--- src/rtl/as2650_extbus_pkg.sv ---
// ---------------------------------------------------------------------------
// as2650_bus_pkg
// Shared types and constants for the AS2650 external-bus controller:
//   bus_state_e   bus-cycle sequencer states
//   SYNC_STAGES   depth of the pad_wait synchroniser
//   WAIT_CNT_W    width of the programmable wait-state counter (0..15)
//   to_cnt_width  timeout counter width for a given TIMEOUT value
// ---------------------------------------------------------------------------
package as2650_bus_pkg;

    typedef enum logic [2:0] {
        ST_IDLE,
        ST_ADDR,
        ST_STRB,
        ST_HOLD,
        ST_TURN
    } bus_state_e;

    localparam int SYNC_STAGES = 2;
    localparam int WAIT_CNT_W  = 4;

    // ceil(log2(timeout+1)) bits, never narrower than one bit so the
    // counter still exists when the timeout is disabled.
    function automatic int to_cnt_width(input int timeout);
        return (timeout < 1) ? 1 : $clog2(timeout + 1);
    endfunction

endpackage

--- src/rtl/as2650_extbus_if.sv ---
// ---------------------------------------------------------------------------
// as2650_extbus_if
// Core-side request/response channel of the external-bus controller.
//   req/we/mio/addr/wdata  : core -> controller, req is a level held until ready
//   rdata/ready/err        : controller -> core, ready is a one-cycle pulse and
//                            err qualifies it (access aborted by timeout)
// Modports: master = core, slave = bus controller.
// ---------------------------------------------------------------------------
interface as2650_extbus_if #(
    parameter int AW = 13,
    parameter int DW = 8
);
    logic          req;
    logic          we;
    logic          mio;
    logic [AW-1:0] addr;
    logic [DW-1:0] wdata;
    logic [DW-1:0] rdata;
    logic          ready;
    logic          err;

    modport master (
        output req, we, mio, addr, wdata,
        input  rdata, ready, err
    );

    modport slave (
        input  req, we, mio, addr, wdata,
        output rdata, ready, err
    );
endinterface

--- src/rtl/as2650_extbus_sync2.sv ---
// ---------------------------------------------------------------------------
// as2650_sync2
// Multi-flop synchroniser (SYNC_STAGES deep) for the asynchronous pad_wait
// input. Resets to 0 so a held-in-reset bus never sees a phantom wait.
//   clk_i  clock            rst_i  async active-high reset
//   d_i    async input      q_o    synchronised output
// ---------------------------------------------------------------------------
module as2650_sync2
    import as2650_bus_pkg::*;
(
    input  logic clk_i,
    input  logic rst_i,
    input  logic d_i,
    output logic q_o
);

    logic [SYNC_STAGES-1:0] sync_q;

    // NOTE: asynchronous reset belongs in the sensitivity list; a reset tested
    // only inside a posedge-clk block would be synchronous.
    always_ff @(posedge clk_i or posedge rst_i) begin
        if (rst_i) begin
            sync_q <= '0;
        end else begin
            // NOTE: non-blocking assignment lets every stage sample the old
            // value of its predecessor; blocking would collapse the chain.
            sync_q <= {sync_q[SYNC_STAGES-2:0], d_i};
        end
    end

    assign q_o = sync_q[SYNC_STAGES-1];

endmodule

--- src/rtl/as2650_extbus.sv ---
// ---------------------------------------------------------------------------
// as2650_extbus
// External-bus controller between the AS2650 core and the user I/O pads.
// Each access runs ADDR -> STRB (WAIT_STATES extra cycles) -> HOLD (extended
// by pad_wait, optionally aborted after TIMEOUT cycles) -> TURN (ready pulse,
// pads tristated) -> IDLE. Every pad output is a register, so the pad wrapper
// needs no logic of its own.
//   wb_clk_i, wb_rst_i     clock, async active-high reset
//   bus (slave)            core request/response channel
//   pad_adr, pad_mio       registered address / memory-vs-I/O
//   pad_dout, pad_oeb      data (or muxed low address) and per-bit active-low OE
//   pad_din                data from pads, latched at the end of HOLD on reads
//   pad_ale                address latch enable (MUX_AD=1 only)
//   pad_rd_n, pad_wr_n     active-low strobes
//   pad_wait               async external wait, active-high
// ---------------------------------------------------------------------------
module as2650_extbus
    import as2650_bus_pkg::*;
#(
    parameter int AW          = 13,
    parameter int DW          = 8,
    parameter int WAIT_STATES = 0,
    parameter int MUX_AD      = 0,
    parameter int TIMEOUT     = 255
) (
    input  logic          wb_clk_i,
    input  logic          wb_rst_i,
    as2650_extbus_if.slave bus,
    output logic [AW-1:0] pad_adr,
    output logic [DW-1:0] pad_dout,
    input  logic [DW-1:0] pad_din,
    output logic [DW-1:0] pad_oeb,
    output logic          pad_ale,
    output logic          pad_rd_n,
    output logic          pad_wr_n,
    output logic          pad_mio,
    input  logic          pad_wait
);

    localparam int TCW         = to_cnt_width(TIMEOUT);
    localparam int TO_LAST_INT = (TIMEOUT > 0) ? TIMEOUT - 1 : 0;
    localparam logic [TCW-1:0]        TO_LAST = TO_LAST_INT[TCW-1:0];
    localparam logic [WAIT_CNT_W-1:0] WS_LOAD = WAIT_CNT_W'(WAIT_STATES);

    bus_state_e state_q, state_d;

    logic                  we_q,    we_d;
    logic                  mio_q,   mio_d;
    logic [AW-1:0]         adr_q,   adr_d;
    logic [DW-1:0]         wdata_q, wdata_d;
    logic [WAIT_CNT_W-1:0] wcnt_q,  wcnt_d;
    logic [TCW-1:0]        tcnt_q,  tcnt_d;
    logic                  abort_q, abort_d;
    logic [DW-1:0]         rdata_q, rdata_d;

    logic [DW-1:0]         dout_q,  dout_d;
    logic [DW-1:0]         oeb_q,   oeb_d;
    logic                  ale_q,   ale_d;
    logic                  rd_n_q,  rd_n_d;
    logic                  wr_n_q,  wr_n_d;

    logic                  wait_s;

    as2650_sync2 u_wait_sync (
        .clk_i (wb_clk_i),
        .rst_i (wb_rst_i),
        .d_i   (pad_wait),
        .q_o   (wait_s)
    );

    // Sequencer next state plus datapath next values.
    always_comb begin
        // NOTE: every signal gets a default before the case so no path leaves
        // it unassigned, which would otherwise infer a latch.
        state_d = state_q;
        we_d    = we_q;
        mio_d   = mio_q;
        adr_d   = adr_q;
        wdata_d = wdata_q;
        wcnt_d  = wcnt_q;
        tcnt_d  = tcnt_q;
        abort_d = abort_q;
        rdata_d = rdata_q;

        unique case (state_q)
            ST_IDLE: begin
                if (bus.req) begin
                    we_d    = bus.we;
                    mio_d   = bus.mio;
                    adr_d   = bus.addr;
                    wdata_d = bus.wdata;
                    abort_d = 1'b0;
                    state_d = ST_ADDR;
                end
            end
            ST_ADDR: begin
                wcnt_d  = WS_LOAD;
                state_d = ST_STRB;
            end
            ST_STRB: begin
                if (wcnt_q == '0) begin
                    tcnt_d  = '0;
                    state_d = ST_HOLD;
                end else begin
                    wcnt_d = wcnt_q - 1'b1;
                end
            end
            ST_HOLD: begin
                if (!wait_s) begin
                    if (!we_q) rdata_d = pad_din;
                    state_d = ST_TURN;
                end else if (TIMEOUT != 0 && tcnt_q == TO_LAST) begin
                    // This waiting cycle brings the count to TIMEOUT: abort.
                    abort_d = 1'b1;
                    if (!we_q) rdata_d = '1;
                    state_d = ST_TURN;
                end else if (tcnt_q != '1) begin
                    tcnt_d = tcnt_q + 1'b1;
                end
            end
            ST_TURN: begin
                state_d = ST_IDLE;
            end
            default: begin
                state_d = ST_IDLE;
            end
        endcase
    end

    // Pad values are decoded from the state being entered so that they appear
    // registered in the same cycle as that state.
    always_comb begin
        dout_d = dout_q;
        oeb_d  = '1;
        ale_d  = 1'b0;
        rd_n_d = 1'b1;
        wr_n_d = 1'b1;

        unique case (state_d)
            ST_ADDR: begin
                if (MUX_AD != 0) begin
                    ale_d  = 1'b1;
                    dout_d = adr_d[DW-1:0];
                    oeb_d  = '0;
                end else if (we_d) begin
                    dout_d = wdata_d;
                    oeb_d  = '0;
                end
            end
            ST_STRB, ST_HOLD: begin
                rd_n_d = we_d;
                wr_n_d = !we_d;
                if (we_d) begin
                    dout_d = wdata_d;
                    oeb_d  = '0;
                end
            end
            default: begin
            end
        endcase
    end

    always_ff @(posedge wb_clk_i or posedge wb_rst_i) begin
        if (wb_rst_i) state_q <= ST_IDLE;
        else          state_q <= state_d;
    end

    // Reset drives strobes high and pads tristated immediately, dropping any
    // access in flight.
    always_ff @(posedge wb_clk_i or posedge wb_rst_i) begin
        if (wb_rst_i) begin
            we_q    <= 1'b0;
            mio_q   <= 1'b0;
            adr_q   <= '0;
            wdata_q <= '0;
            wcnt_q  <= '0;
            tcnt_q  <= '0;
            abort_q <= 1'b0;
            rdata_q <= '0;
            dout_q  <= '0;
            oeb_q   <= '1;
            ale_q   <= 1'b0;
            rd_n_q  <= 1'b1;
            wr_n_q  <= 1'b1;
        end else begin
            we_q    <= we_d;
            mio_q   <= mio_d;
            adr_q   <= adr_d;
            wdata_q <= wdata_d;
            wcnt_q  <= wcnt_d;
            tcnt_q  <= tcnt_d;
            abort_q <= abort_d;
            rdata_q <= rdata_d;
            dout_q  <= dout_d;
            oeb_q   <= oeb_d;
            ale_q   <= ale_d;
            rd_n_q  <= rd_n_d;
            wr_n_q  <= wr_n_d;
        end
    end

    assign pad_adr   = adr_q;
    assign pad_mio   = mio_q;
    assign pad_dout  = dout_q;
    assign pad_oeb   = oeb_q;
    assign pad_ale   = ale_q;
    assign pad_rd_n  = rd_n_q;
    assign pad_wr_n  = wr_n_q;

    assign bus.rdata = rdata_q;
    assign bus.ready = (state_q == ST_TURN);
    assign bus.err   = (state_q == ST_TURN) && abort_q;

endmodule

--- src/flat_wrapper.sv ---
// flat-port wrapper written by rule: the top's interface ports become plain ports
module as2650_extbus_flat import as2650_bus_pkg::*;
#(
    parameter int AW          = 13,
    parameter int DW          = 8,
    parameter int WAIT_STATES = 0,
    parameter int MUX_AD      = 0,
    parameter int TIMEOUT     = 255
)
  (wb_clk_i, wb_rst_i, pad_adr, pad_dout, pad_din, pad_oeb, pad_ale, pad_rd_n, pad_wr_n, pad_mio, pad_wait, bus_req, bus_we, bus_mio, bus_addr, bus_wdata, bus_rdata, bus_ready, bus_err);
  as2650_extbus_if #(.AW(AW), .DW(DW)) bus_i ();
  input  logic wb_clk_i;
  input  logic wb_rst_i;
  output logic [AW-1:0] pad_adr;
  output logic [DW-1:0] pad_dout;
  input  logic [DW-1:0] pad_din;
  output logic [DW-1:0] pad_oeb;
  output logic pad_ale;
  output logic pad_rd_n;
  output logic pad_wr_n;
  output logic pad_mio;
  input  logic pad_wait;
  input wire logic [$bits(bus_i.req)-1:0] bus_req;
  input wire logic [$bits(bus_i.we)-1:0] bus_we;
  input wire logic [$bits(bus_i.mio)-1:0] bus_mio;
  input wire logic [$bits(bus_i.addr)-1:0] bus_addr;
  input wire logic [$bits(bus_i.wdata)-1:0] bus_wdata;
  output wire logic [$bits(bus_i.rdata)-1:0] bus_rdata;
  output wire logic [$bits(bus_i.ready)-1:0] bus_ready;
  output wire logic [$bits(bus_i.err)-1:0] bus_err;
  assign bus_i.req = bus_req;
  assign bus_i.we = bus_we;
  assign bus_i.mio = bus_mio;
  assign bus_i.addr = bus_addr;
  assign bus_i.wdata = bus_wdata;
  assign bus_rdata = bus_i.rdata;
  assign bus_ready = bus_i.ready;
  assign bus_err = bus_i.err;
  as2650_extbus #(.AW(AW), .DW(DW), .WAIT_STATES(WAIT_STATES), .MUX_AD(MUX_AD), .TIMEOUT(TIMEOUT)) u_core (.wb_clk_i(wb_clk_i), .wb_rst_i(wb_rst_i), .bus(bus_i), .pad_adr(pad_adr), .pad_dout(pad_dout), .pad_din(pad_din), .pad_oeb(pad_oeb), .pad_ale(pad_ale), .pad_rd_n(pad_rd_n), .pad_wr_n(pad_wr_n), .pad_mio(pad_mio), .pad_wait(pad_wait));
endmodule
--- config.mk ---
export PLATFORM = sky130hd
export DESIGN_NAME = as2650_extbus_flat
export DESIGN_NICKNAME = d
export VERILOG_FILES = /design/src/rtl/as2650_extbus_pkg.sv /design/src/rtl/as2650_extbus_if.sv /design/src/rtl/as2650_extbus_sync2.sv /design/src/rtl/as2650_extbus.sv /design/src/flat_wrapper.sv
export SDC_FILE = /design/constraint.sdc
export NUM_CORES = 1
export LEC_CHECK = 0
export ABC_AREA = 1
export CAP_MARGIN = 25
export CORE_MARGIN = 2
export CORE_UTILIZATION = 48
export DETAILED_ROUTE_END_ITERATION = 6
export GPL_ROUTABILITY_DRIVEN = 1
export PLACE_DENSITY = 0.8
export SYNTH_ARGS = -nofsm -noshare
export SYNTH_HDL_FRONTEND = slang
export SYNTH_SLANG_ARGS = --single-unit
export TNS_END_PERCENT = 1
--- constraint.sdc ---
create_clock -name wb_clk_i -period 2.6 [get_ports wb_clk_i]
set_input_delay 0.52 -clock wb_clk_i [delete_from_list [all_inputs] [get_ports wb_clk_i]]
set_output_delay 0.52 -clock wb_clk_i [all_outputs]
set_load 0.02 [all_outputs]
# Yosys cells after proc, flatten, opt, wreduce, memory -nomap -nowiden
# Index checks and enable logic that the tools add are counted.
[totals] ff_bits=67 latch_bits=0 ram_bits=0 romBits=0 input_bits=35 out_inout_bits=43 elab_cells=78 memories=0
[op_classes] add_sub_neg=2 mul=0 n_div=0 order_cmp=0 eq_ne=19 shifts=0 n_mux=28 bitwise=0 n_reduce_logical=15
[op_table] op="$mux W8" n=12
[op_table] op="$pmux W8 S2" n=1
[op_table] op="$eq A3 B2 Y1 const B" n=4
[op_table] op="$mux W3" n=4
[op_table] op="$ne A2 B2 Y1 const B" n=6
[op_table] op="$pmux W3 S4" n=1
[op_table] op="$add A8 B1 Y8 const B" n=1
[op_table] op="$eq A8 B8 Y1 const B" n=1
[op_table] op="$ne A2 B1 Y1 const B" n=4
[op_table] op="$ne A8 B8 Y1 const B" n=1
[op_table] op="$pmux W4 S2" n=1
[op_table] op="$reduce_and A4 Y1" n=2
[op_table] op="$mux W1" n=7
[op_table] op="$eq A3 B1 Y1 const B" n=2
[op_table] op="$reduce_and A2 Y1" n=3
[op_table] op="$reduce_bool A2 Y1" n=3
[op_table] op="$reduce_and A5 Y1" n=1
[op_table] op="$logic_not A4 Y1" n=1
[op_table] op="$mux W4" n=1
[op_table] op="$sub A4 B1 Y4 const B" n=1
[op_table] op="$eq A3 B3 Y1 const B" n=1
[op_table] op="$logic_not A3 Y1" n=1
[op_table] op="$reduce_or A3 Y1" n=1
[op_table] op="$pmux W1 S2" n=1
[op_table] op="other kinds (3)" n=3

# Depth between registers and ports, before layout
[logic_depth] word_depth=7 ltp_mapped=12 mapped_depth_nobuf=11

# Cells and area by module
# Synthesis repeated with hierarchy kept, for this count alone.
[unflattened] cells_unflattened=318 area_unflattened_um2=2830.2
[by_module_without_submodules] module="as2650_extbus" n_inst=1 cells_per_inst=315 area_each_um2=2776.4 seq_area_each_um2=1455.1
[by_module_without_submodules] module="as2650_sync2" n_inst=1 cells_per_inst=3 area_each_um2=53.8 seq_area_each_um2=50.0

# Worst setup path after synthesis
# No wires, ideal clock.
[synth_timing] path_kind="reg2out" from="register u_core.state_q[1]" to="output port bus_err" t_arrival_ns=1.112 t_required_ns=2.080 path_slack_ns=0.968 path_stages_with_launch=4 n_path_buf=0 path_cell_list="dfrtp_1 > nor2_2 > inv_2 > nor3_1"
[synth_between] elab_chain_len=2
[synth_lines] item="start: declaration" line="as2650_extbus.sv:45" text="bus_state_e state_q, state_d;"
[synth_lines] item="start signal: assignment" line="as2650_extbus.sv:165" text="else state_q <= state_d;"
[synth_lines] item="$eq A3 B3 Y1" line="as2650_extbus.sv:212" text="assign bus.err = (state_q == ST_TURN) && abort_q;"
[synth_lines] item="$logic_and A1 B1 Y1" line="as2650_extbus.sv:212"
[synth_lines] item="end: declaration" line="flat_wrapper.sv:30" text="output wire logic [$bits(bus_i.err)-1:0] bus_err;"
# Every way passes these cells.

# Final worst setup path
# Ends and elaborated chain as after synthesis.

==> metrics.md <==
| Metric | Value |
|---|---|
| Outcome | completed |
| Period utilization | 88.6% |
| Max-slew violations | 0 |
| Clk Latency, worst-skew pair | 0.33 ns |
| Synth area leaders | dfrtp_1, nand2_1, nor2_1 |
| Placed instance count | 453 |
| Die Y | around 80 microns |
| CTS Buf Count | 9 |
| Final count of negative-setup-slack endpoints | 0 |
| Htree depth | 3 |
| Max_cap viols | 0 |
| Antenna-violating nets left | 0 |
| Synth cell types | 32 |
| Fin cells | 469 |
| Horiz. Die Dim | 80.4 microns |
| Mean Syn Cell Area | 8.79 sq um |
| CTS resizes | 0 |
| # Post-CTS Setup Buffers | 0 |
| Drt drc | 0 |
| Asr flop ratio synth | 100% |
| Fmax | 0.434 GHz |
| Pwr/cell area | between 1000 and 1500 nW/um^2 |
| Vias per cell | 4.84 |
| Total Routing Usage GR | 20.3% |
| Worst path required time | 2.08 ns |
| Highest net fanout along the worst path | 5 |
| Buf/Inv on CP | 2 |
| Syn Std Cell Area | 2810 sq um |
| CP delay by family, top | buffers and inverters |
| Hold depth | 0 |
| Core Region | 5570 sq um |
| Cell at the slowest stage of the critical path | clkdlybuf4s50_1 |
| Top cell type's share of synthesized area | 50.8% |
| CP endpoint kind | output port |
| Maximum vdd drop | roughly 0.66 mV |
| Worst r2r path cells | 10 |
| Final Power | around 0.0045 W |
| Drt wl/cell | 12.6 microns |
| Number of synthesized flops with an enable pin | 0 |
| Synth Net Count | about 360 |
| Ys flop type | dfrtp_1 |
| Min-delay src | u_core.u_wait_sync.sync_q[0] |
| GP Congestion | ~0.8 |
| Hold-fix buffer count after cts | 0 |
| Number of global-route vias before repair | between 2k and 2.5k |
| DRT Wirelength | 5930 microns |
| CTS max path bufs | 2 |
| CTS sink cnt | 60 |
| Finished Core Util | 67.8% |
| Area of the die | 6470 sq um |
| Final Critical Period | 2.30 ns |
| Worst hold endpoint | u_core.u_wait_sync.sync_q[1] |
| Detailed Route Iter0 Violations | 188 |
| Critical path launch point type | register |
| Reg2reg end | u_core.tcnt_q[1] |
| Skew final | 0.00428 ns |
| Root Driver | clkbuf_8 |
| Fin nets | 431 |
| Setup CP Type | register to output port |
| Largest net degree at the start of global routing | 61 |
| CTS tree | yes |
| P_leak | between 1.5 and 2 nW |
| Min-Delay Path Class | register to register |
| IO buf count | 76 |
| #FFs+latches synth | 60 |
| Critical-path cell list | nor2_2 > inv_2 > nor3_1 > clkdlybuf4s50_1 |
| Most frequent cells in the layout | nand2_1, clkdlybuf4s50_1, dfrtp_1 |
| # IOs | 78 |
| DRT Pass-1 Iters | 4 |
| Initial Util | 50.3% |
| HPWL Detailed | 4090 microns |
| Initial antenna violation count | 0 |
| Layout cells sized above 1 | 12.6% |
| Seq/Total Area, Yosys | ~54% |
| Setup_tns | 0 ns |
| Commonest non-fill, non-tap cell in the layout | nand2_1 |
| Diode count | 0 |
| Reg-to-reg startpoint | u_core.tcnt_q[0] |
| Reg2Reg Setup Slack | roughly 0.91 ns |
| Clock-pin slew on the worst setup and hold paths | roughly 0.070 ns |
| Std-Cell Rows | 27 |
| Overflow after GRT | 0 |
| Wire length of the first global-routing pass | 9970 microns |
| Vias | 2,270 |
| CP max stage delay | around 0.63 ns |
| Hold Slack | 0.360 ns |
| Mapped Cells | 319 |
| Unrepaired setup endpoints after global routing | false |
| Area growth syn-to-layout | 34.7% |
| Synth Warn # | 0 |
| Synth area leader | dfrtp_1 |
| WP data arrival | between 1.5 and 2 ns |
| Final hold viol count | 0 |
==> synth_stat cells, types with 2 or more instances <==
library cell  count
nand3_1          18
nand3_4           2
buf_2             2
o21ai_2           8
nor2_4            2
nor2_1           26
nand2_4           3
nand2_2           5
buf_6             2
ha_1              4
o21ai_1           4
o21ai_0           3
inv_1            16
dfstp_2           3
xnor2_1           3
dfrtp_1          57
buf_4            11
inv_2             2
nand2_1         132
a21oi_1           2
clkinv_2          2
o21bai_1          2
==> power by group <==
| part | total [W] | switching, W | internal, W |
|---|---|---|---|
| registers | 0.00152 | 0.000211 | 0.00131 |
| logic | 0.00208 | 0.00122 | 0.000858 |
| clock network | 0.000943 | 0.000379 | 0.000564 |
| total | 0.00454 | 0.00181 | 0.00273 |
==> metrics by stage <==
step           area, sq um  worst slack (ns)
2_1_floorplan         2810             0.600
3_3_place_gp          3550             0.481
3_5_place_dp          3550             0.410
4_1_cts               3780             0.275
5_1_grt               3780             0.119
6_report              3780             0.296
==> routing by layer <==
layer  wire, microns  track usage [%]  up-vias
met1            2640             26.5     1076
li1                -                -     1122
met2            2890             32.2       66
met3             310             6.07        6
met5               0                0        -
met4              87             6.95        0
==> area by class of cell <==
| class | instances | area [sq um] |
|---|---|---|
| clock buffers | 10 | 138 |
| clock inverters | 6 | 87.6 |
| fillers | 426 | 1800 |
| inverters | 20 | 77.6 |
| multi-input cells | 223 | 1090 |
| flip-flops and latches | 60 | 1510 |
| well taps | 72 | 90.1 |
| repair buffers | 78 | 788 |
==> how the worst max path moves through the flow <==
stage                     slack [ns]  depth (start not counted)                  to              start
final                           0.30                          4             bus_err  u_core.state_q[1]
after global routing            0.12                          4             bus_err  u_core.state_q[1]
after CTS                       0.28                          4             bus_err  u_core.state_q[1]
after detailed placement        0.41                          8  u_core.pad_dout[5]            bus_req
after global placement          0.48                          8  u_core.pad_dout[2]            bus_req
after floorplan                 0.60                          1      u_core.abort_q           wb_rst_i
==> cell families (layout without fill, tap and decap cells) <==
| logic type | count (synthesis) | after routing | share of synthesized area [%] |
|---|---|---|---|
| AND/OR/NAND/NOR | 193 | 193 | 30.3 |
| AO/OA/AOI/OAI | 21 | 21 | 5.49 |
| XOR/XNOR | 4 | 4 | 1.25 |
| flip-flops | 60 | 60 | 53.7 |
| buffers and inverters | 36 | 114 | 7.40 |
| adder cells (fa/ha/maj) | 4 | 4 | 1.78 |
| other | 1 | 1 | 0.134 |
==> sequential cells by signal (all words and copies together), names as in the netlist, 2 cells and up <==
| signal | count |
|---|---|
| u_core.pad_dout | 8 |
| u_core.pad_adr | 13 |
| u_core.wdata_q | 8 |
| u_core.bus.rdata | 8 |
| u_core.u_wait_sync.sync_q | 2 |
| u_core.tcnt_q | 8 |
| u_core.wcnt_q | 4 |
| u_core.state_q | 3 |
No activity file was read; power rests on OpenSTA's default activity.
